## config.mk

```make
export PLATFORM = sky130hd
export DESIGN_NAME = gp_register_sequencer
export DESIGN_NICKNAME = d
export VERILOG_FILES = /design/src/rtl/gp_seq_pkg.sv /design/src/rtl/gp_register_sequencer_dec.sv /design/src/rtl/gp_register_sequencer.sv
export SDC_FILE = /design/constraint.sdc
export NUM_CORES = 1
export LEC_CHECK = 0
export ABC_CLOCK_PERIOD_IN_PS = 3700
export CAP_MARGIN = 15
export CORE_UTILIZATION = 45
export CTS_BUF_LIST = sky130_fd_sc_hd__clkbuf_8
export DETAILED_ROUTE_END_ITERATION = 10
export PLACE_DENSITY_LB_ADDON = 0.08
export SETUP_SLACK_MARGIN = 0.15
export SYNTH_ARGS = -nofsm -noshare
export SYNTH_HDL_FRONTEND = slang
export SYNTH_SLANG_ARGS = --single-unit
```

## constraint.sdc

```tcl
create_clock -name clock -period 3.7 [get_ports clock]
set_clock_uncertainty 0.1 [all_clocks]
set_input_delay 0.555 -clock clock [delete_from_list [all_inputs] [get_ports clock]]
set_output_delay 0.555 -clock clock [all_outputs]
set_load 0.005 [all_outputs]
```

## src/rtl/gp_seq_pkg.sv

```systemverilog
// Shared definitions for the general-purpose register sequencer:
// opcodes, FSM state encoding and settle counter width.
package gp_seq_pkg;

  localparam int CNT_W = 4;

  localparam logic [1:0] OP_MOV     = 2'b00;
  localparam logic [1:0] OP_LOAD    = 2'b01;
  localparam logic [1:0] OP_STORE   = 2'b10;
  localparam logic [1:0] OP_ILLEGAL = 2'b11;

  typedef enum logic [1:0] {
    S_IDLE  = 2'd0,
    S_DRIVE = 2'd1,
    S_LATCH = 2'd2,
    S_TURN  = 2'd3
  } state_e;

endpackage

```

## src/rtl/gp_register_sequencer_dec.sv

```systemverilog
// Enable plus index to active-low one-hot select. Indices at or beyond
// NUM_REGS select nothing, so all outputs stay high.
module gp_sel_decoder #(
  parameter int NUM_REGS = 8,
  parameter int SEL_W    = 3
) (
  input  logic                en_i,
  input  logic [SEL_W-1:0]    idx_i,
  output logic [NUM_REGS-1:0] n_sel_o
);

  always_comb begin
    n_sel_o = '1;
    for (int i = 0; i < NUM_REGS; i++) begin
      if (en_i && (idx_i == SEL_W'(i))) n_sel_o[i] = 1'b0;
    end
  end

endmodule

```

## src/rtl/gp_register_sequencer.sv

```systemverilog
// Generates per-register output-enable and load strobes for transfers on a
// shared bus: drive, latch, then a turnaround cycle before the next driver.
module gp_register_sequencer
  import gp_seq_pkg::*;
#(
  parameter int NUM_REGS      = 8,
  parameter int SEL_W         = 3,
  parameter int SETTLE_CYCLES = 1
) (
  input  logic                clock,
  input  logic                notReset,
  input  logic                cmdValid,
  output logic                cmdReady,
  input  logic [1:0]          cmdOp,
  input  logic [SEL_W-1:0]    cmdSrc,
  input  logic [SEL_W-1:0]    cmdDst,
  output logic [NUM_REGS-1:0] notOE,
  output logic [NUM_REGS-1:0] notLoad,
  output logic                extDriveEn,
  output logic                extSample,
  output logic                done,
  output logic                cmdError
);

  state_e             state_q, state_d;
  logic [CNT_W-1:0]   cnt_q, cnt_d;
  logic [1:0]         op_q, op_d;
  logic [SEL_W-1:0]   src_q, src_d;
  logic [SEL_W-1:0]   dst_q, dst_d;
  logic               err_q, err_d;

  logic               ready_q;
  logic [NUM_REGS-1:0] n_oe_q, n_oe_d;
  logic [NUM_REGS-1:0] n_load_q, n_load_d;
  logic               ext_drv_q, ext_drv_d;
  logic               ext_smp_q, ext_smp_d;
  logic               done_q, err_out_q;
  logic               oe_en, load_en;

  // Only the fields an opcode actually uses are range-checked.
  function automatic logic cmd_illegal(input logic [1:0] op,
                                       input logic [SEL_W-1:0] src,
                                       input logic [SEL_W-1:0] dst);
    logic src_bad, dst_bad;
    src_bad = (int'(src) >= NUM_REGS);
    dst_bad = (int'(dst) >= NUM_REGS);
    case (op)
      OP_MOV:   cmd_illegal = src_bad || dst_bad;
      OP_LOAD:  cmd_illegal = dst_bad;
      OP_STORE: cmd_illegal = src_bad;
      default:  cmd_illegal = 1'b1;
    endcase
  endfunction

  always_comb begin
    state_d = state_q;
    cnt_d   = cnt_q;
    op_d    = op_q;
    src_d   = src_q;
    dst_d   = dst_q;
    err_d   = err_q;
    unique case (state_q)
      S_IDLE: begin
        if (cmdValid && ready_q) begin
          op_d    = cmdOp;
          src_d   = cmdSrc;
          dst_d   = cmdDst;
          err_d   = cmd_illegal(cmdOp, cmdSrc, cmdDst);
          cnt_d   = CNT_W'(SETTLE_CYCLES - 1);
          state_d = err_d ? S_TURN : S_DRIVE;
        end
      end
      S_DRIVE: begin
        if (cnt_q == '0) state_d = S_LATCH;
        else             cnt_d   = cnt_q - 1'b1;
      end
      S_LATCH: state_d = S_TURN;
      S_TURN:  state_d = S_IDLE;
      default: state_d = S_IDLE;
    endcase
  end

  // Outputs are registered from the next state, so they line up with it.
  always_comb begin
    oe_en     = ((state_d == S_DRIVE) || (state_d == S_LATCH)) &&
                ((op_d == OP_MOV) || (op_d == OP_STORE));
    load_en   = (state_d == S_LATCH) && ((op_d == OP_MOV) || (op_d == OP_LOAD));
    ext_drv_d = ((state_d == S_DRIVE) || (state_d == S_LATCH)) && (op_d == OP_LOAD);
    ext_smp_d = (state_d == S_LATCH) && (op_d == OP_STORE);
  end

  gp_sel_decoder #(.NUM_REGS(NUM_REGS), .SEL_W(SEL_W)) u_oe_dec (
    .en_i    (oe_en),
    .idx_i   (src_d),
    .n_sel_o (n_oe_d)
  );

  gp_sel_decoder #(.NUM_REGS(NUM_REGS), .SEL_W(SEL_W)) u_load_dec (
    .en_i    (load_en),
    .idx_i   (dst_d),
    .n_sel_o (n_load_d)
  );

  always_ff @(posedge clock) begin
    if (!notReset) begin
      state_q   <= S_IDLE;
      cnt_q     <= '0;
      err_q     <= 1'b0;
      ready_q   <= 1'b0;
      n_oe_q    <= '1;
      n_load_q  <= '1;
      ext_drv_q <= 1'b0;
      ext_smp_q <= 1'b0;
      done_q    <= 1'b0;
      err_out_q <= 1'b0;
    end else begin
      state_q   <= state_d;
      cnt_q     <= cnt_d;
      err_q     <= err_d;
      ready_q   <= (state_d == S_IDLE);
      n_oe_q    <= n_oe_d;
      n_load_q  <= n_load_d;
      ext_drv_q <= ext_drv_d;
      ext_smp_q <= ext_smp_d;
      done_q    <= (state_d == S_TURN);
      err_out_q <= (state_d == S_TURN) && err_d;
    end
  end

  // Command fields are pure data and need no reset.
  always_ff @(posedge clock) begin
    op_q  <= op_d;
    src_q <= src_d;
    dst_q <= dst_d;
  end

  assign cmdReady   = ready_q;
  assign notOE      = n_oe_q;
  assign notLoad    = n_load_q;
  assign extDriveEn = ext_drv_q;
  assign extSample  = ext_smp_q;
  assign done       = done_q;
  assign cmdError   = err_out_q;

endmodule
```

==> summary by stage <==
Status
The run finished with clean final reports.

Worst setup path
The start-to-end type of the worst setup path is in -> reg. The kind of launch point of the worst setup path is an input port. STA puts the critical path data required time at 3740 ps. Data on the critical path arrives at its endpoint at 2920 ps.

In this run the worst path has a maximum fanout of 6. The worst setup path is captured at a flop.

Timing
Dividing the final minimum period by the clock period gives 77.9%. Setup repair after global routing left no endpoint under its margin. The number of max-slew violations in the final report is 0. Summed over all failing endpoints, the final setup total negative slack is 0 ps. The transition time of the tightest slew-check pin is 551 ps. Across all setup checks in the final design, the least slack found is 818 ps. Counting I/O delays and the setup requirement, the final critical path takes 2880 ps. The total count of hold-check failures in the final report was 0.

For this run, the top clock speed supported by timing is 347 MHz. Setup violations remaining at the end of the flow were counted as 0. The normalized max-slew margin is 63.2%.

Global route
The initial antenna violation count is 0. The number of global-route vias before repair came to 1093. Entering global routing, the biggest net connects 16 pins. The overall routing resource usage is 18.2%. For this run the aggregate overflow at the end of global routing stands at 0.

The met3 capacity usage during global routing is 5.84%. The wire length of the first global-routing pass is 4880 µm. The global-route track usage on met2 is 28.4%. The layer flagged by global routing as most heavily used is met2. The global routing usage on met1 is 23.1%.

Power
Dividing total power by cell area gives a power density of 563 mW/mm². The sequential share of power is 47.6%. The analysis attributes to cell leakage a power of 0.737 nW. The reported net switching power is 0.000333 W. Net switching is 30.2% of the power.

The combinational group share of total power is 22.3%. The cell internal power dissipation is 0.000770 W. The power share of the clock group is 30.0%. VDD sags by at most 0.335 mV.

Route
The violation count after the first detailed-route iteration is 44. The number of detailed-route iterations in the first pass is 4. The via count normalized by instance count is 5.29.

The detail route stage leaves a number of antenna-violating nets equal to 0. In the final routed layout, each cell accounts on average for 12.5 µm. The detailed router placed 1228 vias in this run. The post-detailed-routing wire length is 2900 µm. The post-route DRC violation count is 0.

Layout
0 antenna diodes ended up in the layout. The finished cells cover 0.00196 mm². The net total in the final layout is 202. The post-route netlist has 9.04% of its cells at a drive strength greater than 1. Fill cells in the final layout number 274. The post-synthesis to final-layout area growth is 29.9%. Cells fill 62.6% of the core in the end.

Clocking
The number of gates resized after CTS was 0. The post-CTS repair timing setup buffer count is 0. The CTS clock-pin slew for the worst setup and hold paths is 70 ps.

At the later pin of the worst-skew pair, clock insertion delay measures 290 ps. The number of buffers added by the clock tree synthesis step is 5. The maximum buffer depth of the clock tree is 2.

The cell chosen for the clock root is sky130_fd_sc_hd__clkbuf_8. The H-tree generated during clock tree synthesis spans 2 levels. For this design, the sink count on the clock tree is 36.

TritonCTS built the clock tree. The number of buffers inserted by hold repair at cts is 0.

Die
The core box area is 0.00313 mm². The initial utilization of the core area, before any placement, comes to 48.2%. Row generation in the floorplan step produced 20 rows. The vertical extent of the die is 59.9 µm. The number of top-level design ports is 32.

The die area is 0.00359 mm². The die width is 59.9 µm.

Synthesis
The post-synthesis instance total is 153. The post-synthesis cell type count is 38. Summing the sequential cell areas from Yosys gives 47.8% of the chip area. For this run, the number of Yosys warnings is 0. Each instance of the synthesized netlist takes up on average 9.86 µm². After synthesis the netlist holds a flip-flop and latch count of 36. The cell area after technology mapping is 0.00151 mm². The post-synth net total is 168.

Placement
The count of buffers added on input and output ports is 31. The worst setup slack after placement is 556 ps. Detailed placement finished with a half-perimeter wire length of 2140 µm.

The final weighted congestion in routability-driven placement is 0.817. The placed standard-cell area is 0.00185 mm².

Hold path
The path class of the tightest hold or removal check is reg -> reg.

Job
Across the run, the number of max-cap violations was 0.
==> through the flow <==
| step | cells | total power, W | hold WS, ps |
|---|---|---|---|
| 2_1_floorplan | 153 | 0.000686 | 331 |
| 3_3_place_gp | 224 | 0.000770 | 354 |
| 3_5_place_dp | 224 | 0.000777 | 358 |
| 4_1_cts | 232 | 0.00111 | 370 |
| 5_1_grt | 232 | 0.00116 | 389 |
| 6_report | 232 | 0.00110 | 372 |
==> synth_stat cells <==
library cell	count	area (µm²)
sky130_fd_sc_hd__o32a_1	1	10.0
sky130_fd_sc_hd__a22oi_2	1	12.5
sky130_fd_sc_hd__o21ai_0	2	10.0
sky130_fd_sc_hd__or3_1	2	12.5
sky130_fd_sc_hd__nor3_1	3	15.0
sky130_fd_sc_hd__or4b_1	1	10.0
sky130_fd_sc_hd__a22oi_1	10	75.1
sky130_fd_sc_hd__ha_1	4	50.1
sky130_fd_sc_hd__nand2_1	27	101
sky130_fd_sc_hd__nor2_1	5	18.8
sky130_fd_sc_hd__o22ai_1	1	6.26
sky130_fd_sc_hd__buf_2	2	10.0
sky130_fd_sc_hd__and2_1	5	31.3
sky130_fd_sc_hd__or4_1	1	7.51
sky130_fd_sc_hd__a32oi_1	6	52.6
sky130_fd_sc_hd__nand4bb_1	1	11.3
sky130_fd_sc_hd__nor3b_1	4	30.0
sky130_fd_sc_hd__and2b_2	1	8.76
sky130_fd_sc_hd__nor4b_2	1	15.0
sky130_fd_sc_hd__dfxtp_1	36	721
sky130_fd_sc_hd__clkbuf_2	1	5.00
sky130_fd_sc_hd__buf_4	2	15.0
sky130_fd_sc_hd__nor4_4	1	21.3
sky130_fd_sc_hd__mux2i_1	1	10.0
sky130_fd_sc_hd__nand2b_1	1	6.26
sky130_fd_sc_hd__nor4_2	1	12.5
sky130_fd_sc_hd__inv_1	6	22.5
sky130_fd_sc_hd__o41ai_1	1	8.76
sky130_fd_sc_hd__and4bb_4	1	16.3
sky130_fd_sc_hd__nor2b_1	8	50.1
sky130_fd_sc_hd__o2111ai_1	1	8.76
sky130_fd_sc_hd__nand3b_1	5	37.5
sky130_fd_sc_hd__and4_1	1	8.76
sky130_fd_sc_hd__nand4_1	1	6.26
sky130_fd_sc_hd__nor4b_4	1	23.8
sky130_fd_sc_hd__nor3_2	1	10.0
sky130_fd_sc_hd__nor3b_2	1	12.5
sky130_fd_sc_hd__a21oi_1	5	25.0
==> worst max-delay path, cell delays in order <==
cell	delay, ps
sky130_fd_sc_hd__clkdlybuf4s50_1	660
sky130_fd_sc_hd__nand4_1	200
sky130_fd_sc_hd__a22oi_2	310
sky130_fd_sc_hd__inv_1	70
sky130_fd_sc_hd__ha_1	280
sky130_fd_sc_hd__nand2_1	180
sky130_fd_sc_hd__nor4b_2	500
sky130_fd_sc_hd__a22oi_1	170
==> sequential cells by signal (all words and copies together), names as in the netlist <==
name,cells
state_q,2
extDriveEn,1
dst_q,3
notOE,8
cnt_q,4
err_q,1
cmdError,1
extSample,1
cmdReady,1
notLoad,8
done,1
op_q,2
src_q,3
==> power by group through the flow <==
stage | Sequential, W | Combinational [W] | Clock (W)
6_report | 0.000525 | 0.000246 | 0.000331
5_1_grt | 0.000539 | 0.000276 | 0.000349
4_1_cts | 0.000524 | 0.000246 | 0.000336
3_5_place_dp | 0.000533 | 0.000244 | 0
3_3_place_gp | 0.000530 | 0.000240 | 0
2_1_floorplan | 0.000516 | 0.000171 | 0
==> kinds of logic after synthesis <==
kind of cell	after synthesis	synth area share [%]
and+or+nand+nor	73	30.9
muxes	1	0.663
DFF	36	47.8
adders and majority gates	4	3.32
AOI/OAI and AO/OA	28	13.8
buffers and inverters	11	3.48
==> layer usage <==
metal	wire, µm	share of wire [%]
met2	1320	45
met5	0	0
met3	148	5.1
met1	1400	48
met4	32	1.1
==> final timing paths <==
| check | startpoint | end | slack [ps] | cells after the start |
|---|---|---|---|---|
| worst max-delay path | cmdOp[0] | notOE[2] | 820 | 8 |
| worst min register to register | dst_q[1] | dst_q[1] | 370 | 2 |
| worst max register to register | cnt_q[0] | notOE[2] | 950 | 9 |
| worst min-delay path | dst_q[1] | dst_q[1] | 370 | 2 |
==> placed cells by master (no fill, tap or decap), types with 2 or more instances in the layout <==
master / netlist / routed
sky130_fd_sc_hd__nor3_1: 3 / 3
sky130_fd_sc_hd__a21oi_1: 5 / 5
sky130_fd_sc_hd__and2_1: 5 / 5
sky130_fd_sc_hd__nor2_1: 5 / 5
sky130_fd_sc_hd__nand3b_1: 5 / 5
sky130_fd_sc_hd__ha_1: 4 / 4
sky130_fd_sc_hd__inv_1: 6 / 7
sky130_fd_sc_hd__a22oi_1: 10 / 10
sky130_fd_sc_hd__or3_1: 2 / 2
sky130_fd_sc_hd__nand2_1: 27 / 27
sky130_fd_sc_hd__a32oi_1: 6 / 6
sky130_fd_sc_hd__nor2b_1: 8 / 8
sky130_fd_sc_hd__o21ai_0: 2 / 2
sky130_fd_sc_hd__dfxtp_1: 36 / 36
sky130_fd_sc_hd__nor3b_1: 4 / 4
sky130_fd_sc_hd__clkbuf_8: 0 / 5
sky130_fd_sc_hd__clkdlybuf4s50_1: 0 / 31
==> layout make-up <==
class,instances,area [µm²],share of cell area (%)
Clock buffer,5,68.8,3.51
Inverter,6,22.5,1.15
Tap cell,44,55.1,2.81
Sequential cell,36,721,36.8
Multi-Input combinational cell,106,736,37.5
Timing Repair Buffer,32,318,16.2
Clock inverter,3,38.8,1.98
Power figures use the tool's default switching activity.
